File: src/rtl/led_pio_arbiter.sv
// Round-robin arbiter sharing the LED display between NREQ requesters.
// Each grant owns the display for DWELL cycles; the last value persists in IDLE.
// Optional feature macro: LED_ARB_LOCK_EN adds a per-requester lock input that lets
// the current owner extend its tenure (and refresh its data) at expiry.
module led_pio_arbiter #(
  parameter int unsigned NREQ  = 3,
  parameter int unsigned WIDTH = 8,
  parameter int unsigned DWELL = 50_000_000
) (
  input  logic                    clk_clk,
  input  logic                    reset_reset_n,
  input  logic [NREQ-1:0]         req_valid,
  input  logic [NREQ*WIDTH-1:0]   req_data,
  output logic [NREQ-1:0]         req_ready,
  output logic [WIDTH-1:0]        led_out,
  output logic [$clog2(NREQ)-1:0] owner,
  output logic                    busy
`ifdef LED_ARB_LOCK_EN
  ,
  input  logic [NREQ-1:0]         lock
`endif
);

  localparam int unsigned OW = $clog2(NREQ);
  localparam int unsigned CW = $clog2(DWELL + 1);

  typedef enum logic [0:0] {StIdle, StHold} state_e;

  state_e            state_q, state_d;
  logic [WIDTH-1:0]  led_q, led_d;
  logic [NREQ-1:0]   ready_q, ready_d;
  logic [OW-1:0]     owner_q, owner_d;
  logic              busy_q, busy_d;
  logic [OW-1:0]     rr_ptr_q, rr_ptr_d;
  logic [CW-1:0]     dwell_q, dwell_d;

  logic [WIDTH-1:0]  data_arr [NREQ];
  logic              found;
  logic [OW-1:0]     sel;
  logic [31:0]       idx;

  // Unpack the flat request data bus into per-requester words.
  always_comb begin
    for (int unsigned i = 0; i < NREQ; i++) begin
      data_arr[i] = req_data[i*WIDTH +: WIDTH];
    end
  end

  // Pick the first valid requester scanning from rr_ptr with wrap-around.
  always_comb begin
    found = 1'b0;
    sel   = '0;
    idx   = '0;
    for (int unsigned k = 0; k < NREQ; k++) begin
      idx = 32'(rr_ptr_q) + k;
      if (idx >= NREQ) idx = idx - NREQ;
      if (!found && req_valid[OW'(idx)]) begin
        found = 1'b1;
        sel   = OW'(idx);
      end
    end
  end

  // Next-state and registered-output logic for the IDLE/HOLD tenure FSM.
  always_comb begin
    state_d  = state_q;
    led_d    = led_q;
    ready_d  = '0;
    owner_d  = owner_q;
    busy_d   = busy_q;
    rr_ptr_d = rr_ptr_q;
    dwell_d  = dwell_q;
    unique case (state_q)
      StIdle: begin
        if (found) begin
          led_d        = data_arr[sel];
          ready_d[sel] = 1'b1;
          owner_d      = sel;
          busy_d       = 1'b1;
          dwell_d      = CW'(DWELL - 1);
          state_d      = StHold;
        end
      end
      StHold: begin
        if (dwell_q != '0) begin
          dwell_d = dwell_q - 1'b1;
`ifdef LED_ARB_LOCK_EN
        end else if (lock[owner_q]) begin
          // Locked owner keeps the display; it may refresh its data at each expiry.
          dwell_d = CW'(DWELL - 1);
          if (req_valid[owner_q]) begin
            led_d            = data_arr[owner_q];
            ready_d[owner_q] = 1'b1;
          end
`endif
        end else begin
          busy_d   = 1'b0;
          state_d  = StIdle;
          rr_ptr_d = (owner_q == OW'(NREQ - 1)) ? '0 : owner_q + 1'b1;
        end
      end
      default: state_d = StIdle;
    endcase
  end

  // State and output registers with synchronous active-low reset.
  always_ff @(posedge clk_clk) begin
    if (!reset_reset_n) begin
      state_q  <= StIdle;
      led_q    <= '0;
      ready_q  <= '0;
      owner_q  <= '0;
      busy_q   <= 1'b0;
      rr_ptr_q <= '0;
      dwell_q  <= '0;
    end else begin
      state_q  <= state_d;
      led_q    <= led_d;
      ready_q  <= ready_d;
      owner_q  <= owner_d;
      busy_q   <= busy_d;
      rr_ptr_q <= rr_ptr_d;
      dwell_q  <= dwell_d;
    end
  end

  assign req_ready = ready_q;
  assign led_out   = led_q;
  assign owner     = owner_q;
  assign busy      = busy_q;

endmodule

File: config.mk
export PLATFORM = sky130hd
export DESIGN_NAME = led_pio_arbiter
export DESIGN_NICKNAME = d
export VERILOG_FILES = /design/src/rtl/led_pio_arbiter.sv
export SDC_FILE = /design/constraint.sdc
export NUM_CORES = 1
export LEC_CHECK = 0
export ABC_AREA = 1
export CORE_UTILIZATION = 55
export CTS_BUF_LIST = sky130_fd_sc_hd__clkbuf_16
export CTS_CLUSTER_DIAMETER = 120
export DETAILED_ROUTE_END_ITERATION = 6
export MAX_ROUTING_LAYER = met4
export PLACE_DENSITY = 0.87
export SYNTH_ARGS = -nofsm -noshare
export SYNTH_HDL_FRONTEND = slang
export SYNTH_SLANG_ARGS = --single-unit
File: constraint.sdc
create_clock -name clk_clk -period 3.9 [get_ports clk_clk]
set_input_delay 1.17 -clock clk_clk [delete_from_list [all_inputs] [get_ports clk_clk]]
set_output_delay 1.17 -clock clk_clk [all_outputs]
set_load 0.02 [all_outputs]
==> metrics.yaml, run 1 <==
p_leak_nw: 1.348
vias: 2722
ys_seq_area_share_pct: 33.43
die_y_microns: 70.43
io_pins: 43
rsz0062_at_grt: "false"
setup-tns-final_ps: 0
ys_warn_count: 0
ir_drop_uv: 265.3
setup_violations: 0
firstDrtPassIters: 5
ant_nets: 0
yosysTopAreaCell: "dfxtp_1"
ys_types: 31
crit_chain: "clkdlybuf4s50_1, inv_1, o21ai_1, nand2_1, nand3_1, nand2_2, nand2_4, clkinv_4, nand2_1, a21oi_1"
final_cells: 490
core_sq_um: 4414
synth_area_leaders: "dfxtp_1 33%, nand2_1 15%, nor2_1 9.5%"
drc_errors: 0
die_w_microns: 70.43
r2r_cells: 12
worst-path-max-fanout: 27
hold_path.class: "flop to flop"
async_flop_share_pct: 0
drt-initial-drc-count: 188
synth_top_area_share_pct: 33.43
antenna_cells: 0
dp_slack_ps: 855.5
slew_headroom_pct: 45.77
placed_cells: 482
min_period_ps: 2776
post_cts_buffers: 0
path_common_cell: "nand2_1"
cts_num_sinks: 43
critPathKind: "primary input to flop"
finalHoldViolations: 0
power.density_nw_per_um2: 402.3
critical_path.top_delay_family: "buffers and inverters"
slew_viol_final: 0
drive_gt1_share_pct: 7.763
nNetsFinal: 469
antenna_found_initial: 0
required_ps: 4020
outcome: "finished, final reports clean"
grt_max_degree: 28
holdPathEnd: "busy"
worst-slew-pin-transition_ps: 812.5
min-delay-start: "busy"
cp-end-kind: "flop"
maxCapViolations: 0
detail_route.wirelength_microns: 6168
layout_setup_ws_ps: 1124
synthFlopType: "dfxtp_1"
period_share_pct: 71.18
grt_pass1_vias: 2504
min_path_cells: 2
wire_per_inst_microns: 12.59
grt_pass1_wl_microns: 10870
dieArea_sq_um: 4960
totalPowerFinal_mw: 1.265
area_growth_pct: 22.11
grt_use_total_pct: 27.73
fin_worst_skew_ps: 1.545
ys_seq_elements: 43
cp_slowest_cell: "clkdlybuf4s50_1"
numPortBuffers: 42
avgSynthCellArea_sq_um: 6.486
syn_inst: 397
syn_area_sq_um: 2575
cts_hold_buffers: 0
cts_tree: "yes"
synth_nets: 429
post_cts_resized: 0
reg2reg_slack_ps: 1740
cts_buffer_depth: 2
floorplan.initialDensity_pct: 58.33
grt_overflow: 0
critPathArrivalTime_ps: 2900
rows: 24
critPathBufInv: 3
fmax_mhz: 360.2
max_stage_delay_ps: 480
place_hpwl_microns: 4600
place_congestion: 1.046
root_buffer: "clkbuf_16"
clk_latency_ps: 280
synth_edf_count: 0
ctsHtreeMaxLevel: 2
path_clk_slew_ps: 60
crit_path_start_kind: "primary input"
rr_startpoint: "rr_ptr_q[0]"
cts_made_buffers: 5
vias_per_cell: 5.555
rr_endpoint: "dwell_q[10]"
[worst register-to-register path, cell delays in order, from the launching register on]
cell and delay [ps]:
dfxtp_1 340, inv_1 60, ha_1 390, inv_2 130
nand2_1 50, nand3_1 60, nand2_1 80, nand3_1 110
nand2_2 110, nand2_4 280, clkinv_4 230, nand2_1 110
a21oi_1 70
[per-layer routing]
layer	track usage, %	vias to the layer above	routed length [microns]
li1	-	1362	-
met1	33.69	1219	2745
met2	43.60	116	2851
met3	5.772	25	396
met4	13.33	0	174
met5	-	-	0
[layout by cell type (no fill, tap or decap)]
master and count:
dfxtp_1 43, clkbuf_16 5, o31ai_1 2, clkdlybuf4s50_1 42, ha_1 3, nand3b_1 1
nor2_2 1, o22ai_1 2, nand2_4 1, nand2_1 100, o21ai_1 22, inv_1 28
xnor2_1 8, o21ai_0 11, nor3_1 4, nand3_1 36, buf_4 1, nand2_2 7
a211oi_1 3, nor4_1 1, nor3_2 2, nor2_1 65, a21oi_1 21, nor2_4 4
clkinv_1 2, clkinv_4 1, xor2_1 7, a21oi_2 5, inv_2 6, nand4_1 3
nand3_2 1
[state kept, by name, indices dropped and copies added (netlist names)]
name       flops
busy           1
dwell_q       26
led_out        8
owner          2
req_ready      3
rr_ptr_q       2
state_q        1
[where the power goes]
group	internal [mW]	switching [mW]
clock	0.230	0.158
sequential	0.482	0.0410
combinational	0.142	0.211
total	0.854	0.411
[logic make-up (layout without fill, tap and decap cells)]
kind of cell,Yosys count,after routing,synth area share (%)
compound gates,66,66,14.14
xor+xnor,15,15,5.102
fa+ha+maj,3,3,1.458
buf+inv,44,85,7.483
flops,43,43,33.43
simple gates,226,226,38.39
[per-stage QoR]
| step | utilization [%] | hold WS, ps | cell area [sq um] |
|---|---|---|---|
| after CTS | 71.23 | 477.8 | 3144 |
| after detailed placement | 68.14 | 465.3 | 3008 |
| after global placement | 68.14 | 452.7 | 3008 |
| after global routing | 71.23 | 499.1 | 3144 |
| final | 71.23 | 477.7 | 3144 |
| after floorplan | - | 443.5 | 2575 |
[synth_stat cells, types with 2 or more instances]
master      n
inv_1      27
nor2_1     65
nand2_1   100
xnor2_1     8
clkbuf_1    4
ha_1        3
xor2_1      7
nand3_1    36
nor3_1      4
nor3_2      2
a211oi_1    3
nand2_2     7
dfxtp_1    43
a21oi_2     5
o31ai_1     2
buf_6       2
o21ai_1    22
o21ai_0    11
a21oi_1    21
o22ai_1     2
inv_2       6
buf_2       3
nor2_4      4
nand4_1     3
[area by class of cell]
class	count	area (sq um)
clock buffers	5	125.1
repair buffers	43	427.9
fillers	376	1270
multi-input cells	310	1521
flip-flops and latches	43	860.8
well taps	52	65.06
inverters	34	132.6
clock inverters	3	11.26
[worst max-delay path by stage]
| stage | start | endpoint | slack, ps | cells after the start |
|---|---|---|---|---|
| finish | req_valid[2] | dwell_q[10] | 1120 | 10 |
| global route | req_valid[2] | dwell_q[12] | 930 | 10 |
| CTS | req_valid[2] | dwell_q[17] | 1150 | 10 |
| detailed placement | req_valid[1] | dwell_q[17] | 860 | 10 |
| global placement | req_valid[2] | dwell_q[17] | 930 | 10 |
| floorplan | req_valid[2] | led_out[5] | 1690 | 10 |
No activity file was read; power rests on OpenSTA's default activity.
==> run 2, diff against run 1 <==
--- a/config.mk
+++ b/config.mk
@@ -6,12 +6,12 @@
 export NUM_CORES = 1
 export LEC_CHECK = 0
 export ABC_AREA = 1
-export CORE_UTILIZATION = 55
+export CORE_UTILIZATION = 53
 export CTS_BUF_LIST = sky130_fd_sc_hd__clkbuf_16
 export CTS_CLUSTER_DIAMETER = 120
 export DETAILED_ROUTE_END_ITERATION = 6
 export MAX_ROUTING_LAYER = met4
-export PLACE_DENSITY = 0.87
+export PLACE_DENSITY = 0.85
 export SYNTH_ARGS = -nofsm -noshare
 export SYNTH_HDL_FRONTEND = slang
 export SYNTH_SLANG_ARGS = --single-unit
==> constraint.sdc (replaced) <==
create_clock -name clk_clk -period 2.6 [get_ports clk_clk]
set_input_delay 0.78 -clock clk_clk [delete_from_list [all_inputs] [get_ports clk_clk]]
set_output_delay 0.78 -clock clk_clk [all_outputs]
set_load 0.02 [all_outputs]
==> metrics.yaml, run 2 (synthesis results as in run 1) <==
path_clk_slew_ps: 60
finalHoldViolations: 0
nNetsFinal: 474
cts_made_buffers: 5
reg2reg_slack_ps: 520
power.density_nw_per_um2: 605.8
die_w_microns: 71.70
setup_violations: 0
dp_slack_ps: 61.14
die_y_microns: 71.70
antenna_cells: 0
cp-startpoint: "req_valid[2]"
vias: 2727
rr_endpoint: "dwell_q[8]"
hold_path.class: "flop to flop"
detail_route.wirelength_microns: 6549
grt_pass1_vias: 2521
cp-end-kind: "flop"
rsz0062_at_grt: "false"
placed_cells: 487
drc_errors: 0
ctsHtreeMaxLevel: 2
crit_path_start_kind: "primary input"
antenna_found_initial: 0
place_congestion: 0.9896
numPortBuffers: 42
r2r_cells: 12
fmax_mhz: 435.0
min_period_ps: 2299
final_cells: 494
ir_drop_uv: 273.9
rows: 24
post_cts_buffers: 0
grt_pass1_wl_microns: 11180
post_cts_resized: 0
firstDrtPassIters: 5
layout_setup_ws_ps: 300.9
layout_commonest_cell: "nand2_1"
required_ps: 2810
clk_latency_ps: 280
p_leak_nw: 1.370
mostFrequentLayoutCells: "100 x nand2_1, 65 x nor2_1, 43 x dfxtp_1, 42 x clkdlybuf4s50_1, 36 x nand3_1"
grt_overflow: 0
ant_nets: 0
vias_per_cell: 5.520
wire_per_inst_microns: 13.26
critPathKind: "primary input to flop"
slew_viol_final: 0
placed_cell_area_sq_um: 3045
largest_reg_flops: 26
root_buffer: "clkbuf_16"
core_sq_um: 4504
worst-slew-pin-transition_ps: 409.1
critical_path.endpoint: "dwell_q[8]"
io_pins: 43
cts_num_sinks: 43
drt-initial-drc-count: 212
grt_use_total_pct: 28.48
rr_startpoint: "rr_ptr_q[0]"
setup-tns-final_ps: 0
place_hpwl_microns: 4903
largest_register: "dwell_q"
dieArea_sq_um: 5141
area_growth_pct: 23.66
maxCapViolations: 0
slew_headroom_pct: 72.58
floorplan.initialDensity_pct: 57.17
critPathArrivalTime_ps: 2510
worst-path-max-fanout: 12
period_share_pct: 88.43
drive_gt1_share_pct: 9.276
fin_worst_skew_ps: 8.297
outcome: "finished, final reports clean"
cts_tree: "yes"
cts_hold_buffers: 0
grt_max_degree: 24
finalInstanceArea_sq_um: 3184
cts_buffer_depth: 2
## run 2: changes by cell type in the layout (fill, tap and decap cells not counted)
cell and delta:
clkinv_4 +1, inv_1 -1, buf_4 +5, clkinv_2 +1, clkinv_1 -2
## run 2: layer usage
layer | GRT usage (%) | wire length, microns | up-vias
met3 | 8.017 | 451 | 6
met2 | 46.23 | 3081 | 108
li1 | - | - | 1381
met5 | - | 0 | -
met4 | 7.190 | 65 | 0
met1 | 34.93 | 2951 | 1232
## run 2: stage by stage
step	util (%)	power, mW	hold slack [ps]
floorplan	-	1.166	443.5
global placement	67.61	1.323	457.1
detailed placement	67.61	1.333	467.8
CTS	70.69	1.927	477.9
global route	70.69	2.038	500.0
finish	70.69	1.929	477.1
## run 2: how the worst min path moves through the flow
stage                     cells past startpoint     endpoint   startpoint  slack, ps
after CTS                                     2  dwell_q[23]  dwell_q[23]        480
final                                         2  dwell_q[23]  dwell_q[23]        480
after detailed placement                      2         busy         busy        470
after global routing                          2         busy         busy        500
after floorplan                               2  dwell_q[23]  dwell_q[23]        440
after global placement                        2  dwell_q[23]  dwell_q[23]        460
## run 2: layout make-up
class | count | area [sq um]
flip-flops and latches | 43 | 860.8
fillers | 394 | 1320
well taps | 52 | 65.06
repair buffers | 48 | 465.4
multi-input cells | 310 | 1521
inverters | 34 | 132.6
clock buffers | 5 | 125.1
clock inverters | 2 | 13.76
## run 2: worst max-delay path: stages
cell             delay, ps
clkdlybuf4s50_1        480
inv_1                   80
o21ai_1                110
nand2_1                130
nand3_1                150
nand2_2                120
nand2_4                200
buf_4                  190
nand3_1                110
a21oi_1                160
## run 2: report_power, final
group          internal [mW]  leakage, nW  switching (mW)  total, mW
Combinational          0.222        0.945           0.328      0.550
Clock                  0.350       0.0696           0.249      0.599
Sequential             0.722        0.355          0.0578      0.780
==> run 3, diff against run 2 <==
--- a/config.mk
+++ b/config.mk
@@ -6,12 +6,13 @@
 export NUM_CORES = 1
 export LEC_CHECK = 0
 export ABC_AREA = 1
-export CORE_UTILIZATION = 53
-export CTS_BUF_LIST = sky130_fd_sc_hd__clkbuf_16
+export CORE_ASPECT_RATIO = 0.5
+export CORE_UTILIZATION = 55
+export CTS_BUF_LIST = sky130_fd_sc_hd__clkbuf_8
 export CTS_CLUSTER_DIAMETER = 120
 export DETAILED_ROUTE_END_ITERATION = 6
 export MAX_ROUTING_LAYER = met4
-export PLACE_DENSITY = 0.85
+export PLACE_DENSITY = 0.87
 export SYNTH_ARGS = -nofsm -noshare
 export SYNTH_HDL_FRONTEND = slang
 export SYNTH_SLANG_ARGS = --single-unit
==> metrics.yaml, run 3 (synthesis results as in run 1) <==
floorplan.initialDensity_pct: 57.92
detail_route.wirelength_microns: 6580
maxCapViolations: 0
critPathArrivalTime_ps: 2550
placed_cells: 491
core_sq_um: 4446
ant_nets: 0
antenna_found_initial: 0
reg2reg_slack_ps: 500
slew_viol_final: 0
holdPathEnd: "dwell_q[23]"
p_leak_nw: 1.363
cts_num_sinks: 43
path_clk_slew_ps: 90
dieArea_sq_um: 4976
numPortBuffers: 42
drc_errors: 0
required_ps: 2840
min-delay-start: "dwell_q[23]"
vias_per_cell: 5.451
fmax_mhz: 432.9
largest_register: "dwell_q"
path_common_cell: "nor2_1"
rr_startpoint: "rr_ptr_q[0]"
cts_buffer_depth: 2
vias: 2720
totalPowerFinal_mw: 1.916
fin_worst_skew_ps: 4.428
die_y_microns: 50.39
rr_endpoint: "led_out[1]"
slew_headroom_pct: 68.82
area_growth_pct: 23.42
root_buffer: "clkbuf_8"
cp-end-kind: "flop"
rows: 17
grt_use_total_pct: 29.31
crit_chain: "clkdlybuf4s50_1, inv_1, o21ai_1, nand2_1, nand3_2, nor2_1, nor2_2, nand3_1, nand2_1, nor2_1, nor2_1"
nNetsFinal: 473
min_period_ps: 2310
layout_commonest_cell: "nand2_1"
grt_pass1_wl_microns: 11320
largest_reg_flops: 26
r2r_cells: 13
die_w_microns: 98.77
max_stage_delay_ps: 480
antenna_cells: 0
ir_drop_uv: 230.4
final_cells: 499
grt_pass1_vias: 2545
min_path_cells: 2
ctsHtreeMaxLevel: 2
cts_tree: "yes"
worst-slew-pin-transition_ps: 467.3
cp_slowest_cell: "clkdlybuf4s50_1"
drt-initial-drc-count: 128
post_cts_buffers: 0
place_hpwl_microns: 4780
finalHoldViolations: 0
hold_path.class: "flop to flop"
post_cts_resized: 0
outcome: "finished, final reports clean"
place_congestion: 1.012
crit_path_start_kind: "primary input"
setup-tns-final_ps: 0
rsz0062_at_grt: "false"
grt_max_degree: 21
nFillCells: 357
period_share_pct: 88.84
io_pins: 43
worst-path-max-fanout: 10
wire_per_inst_microns: 13.19
setup_violations: 0
clk_latency_ps: 300
critPathKind: "primary input to flop"
drive_gt1_share_pct: 9.276
mostFrequentLayoutCells: "100 x nand2_1, 65 x nor2_1, 43 x dfxtp_1, 42 x clkdlybuf4s50_1, 36 x nand3_1"
grt_overflow: 0
cts_hold_buffers: 0
cts_made_buffers: 5
power.density_nw_per_um2: 602.8
firstDrtPassIters: 5
run 3: power by group:
| part | total (mW) | switching, mW | internal, mW |
|---|---|---|---|
| registers | 0.780 | 0.0592 | 0.721 |
| clock network | 0.578 | 0.261 | 0.317 |
| logic | 0.557 | 0.332 | 0.226 |
run 3: worst max path at each step:
| stage | cells after the start | startpoint | end |
|---|---|---|---|
| final | 11 | req_valid[2] | led_out[1] |
| after detailed placement | 11 | req_valid[2] | led_out[1] |
| after floorplan | 10 | req_valid[2] | led_out[5] |
| after global placement | 11 | req_valid[1] | led_out[2] |
| after global routing | 11 | req_valid[2] | led_out[3] |
| after CTS | 12 | req_valid[1] | dwell_q[11] |
run 3: metrics by stage:
stage | cell area (sq um) | utilization (%) | worst slack (ps) | hold WS [ps]
after floorplan | 2575 | - | 778.4 | 443.5
after global placement | 3057 | 68.76 | 135.8 | 454.3
after detailed placement | 3057 | 68.76 | 64.38 | 464.9
after CTS | 3178 | 71.49 | 365.4 | 479.4
after global routing | 3178 | 71.49 | 110.0 | 500.6
final | 3178 | 71.49 | 290.3 | 478.6
run 3: routing by layer:
| layer | vias up | track usage (%) | wire length (microns) |
|---|---|---|---|
| li1 | 1374 | - | - |
| met1 | 1227 | 35.92 | 3025 |
| met2 | 107 | 50.35 | 3101 |
| met3 | 12 | 5.571 | 391 |
| met4 | 0 | 7.711 | 61 |
| met5 | - | - | 0 |
run 3: worst max-delay path, delay by kind of cell:
kind	cells	cell delay [ps]
buffers and inverters	2	560
AOI/OAI and AO/OA	1	130
and+or+nand+nor	8	1070
run 3: area by class of cell:
| cell class | instances | area [sq um] | share of cell area, % |
|---|---|---|---|
| clock buffer | 6 | 82.58 | 2.598 |
| clock inverter | 2 | 38.79 | 1.220 |
| inverter | 34 | 132.6 | 4.173 |
| multi-input combinational | 310 | 1521 | 47.87 |
| sequential | 43 | 860.8 | 27.09 |
| tap | 57 | 71.32 | 2.244 |
| timing repair buffer | 47 | 470.5 | 14.80 |
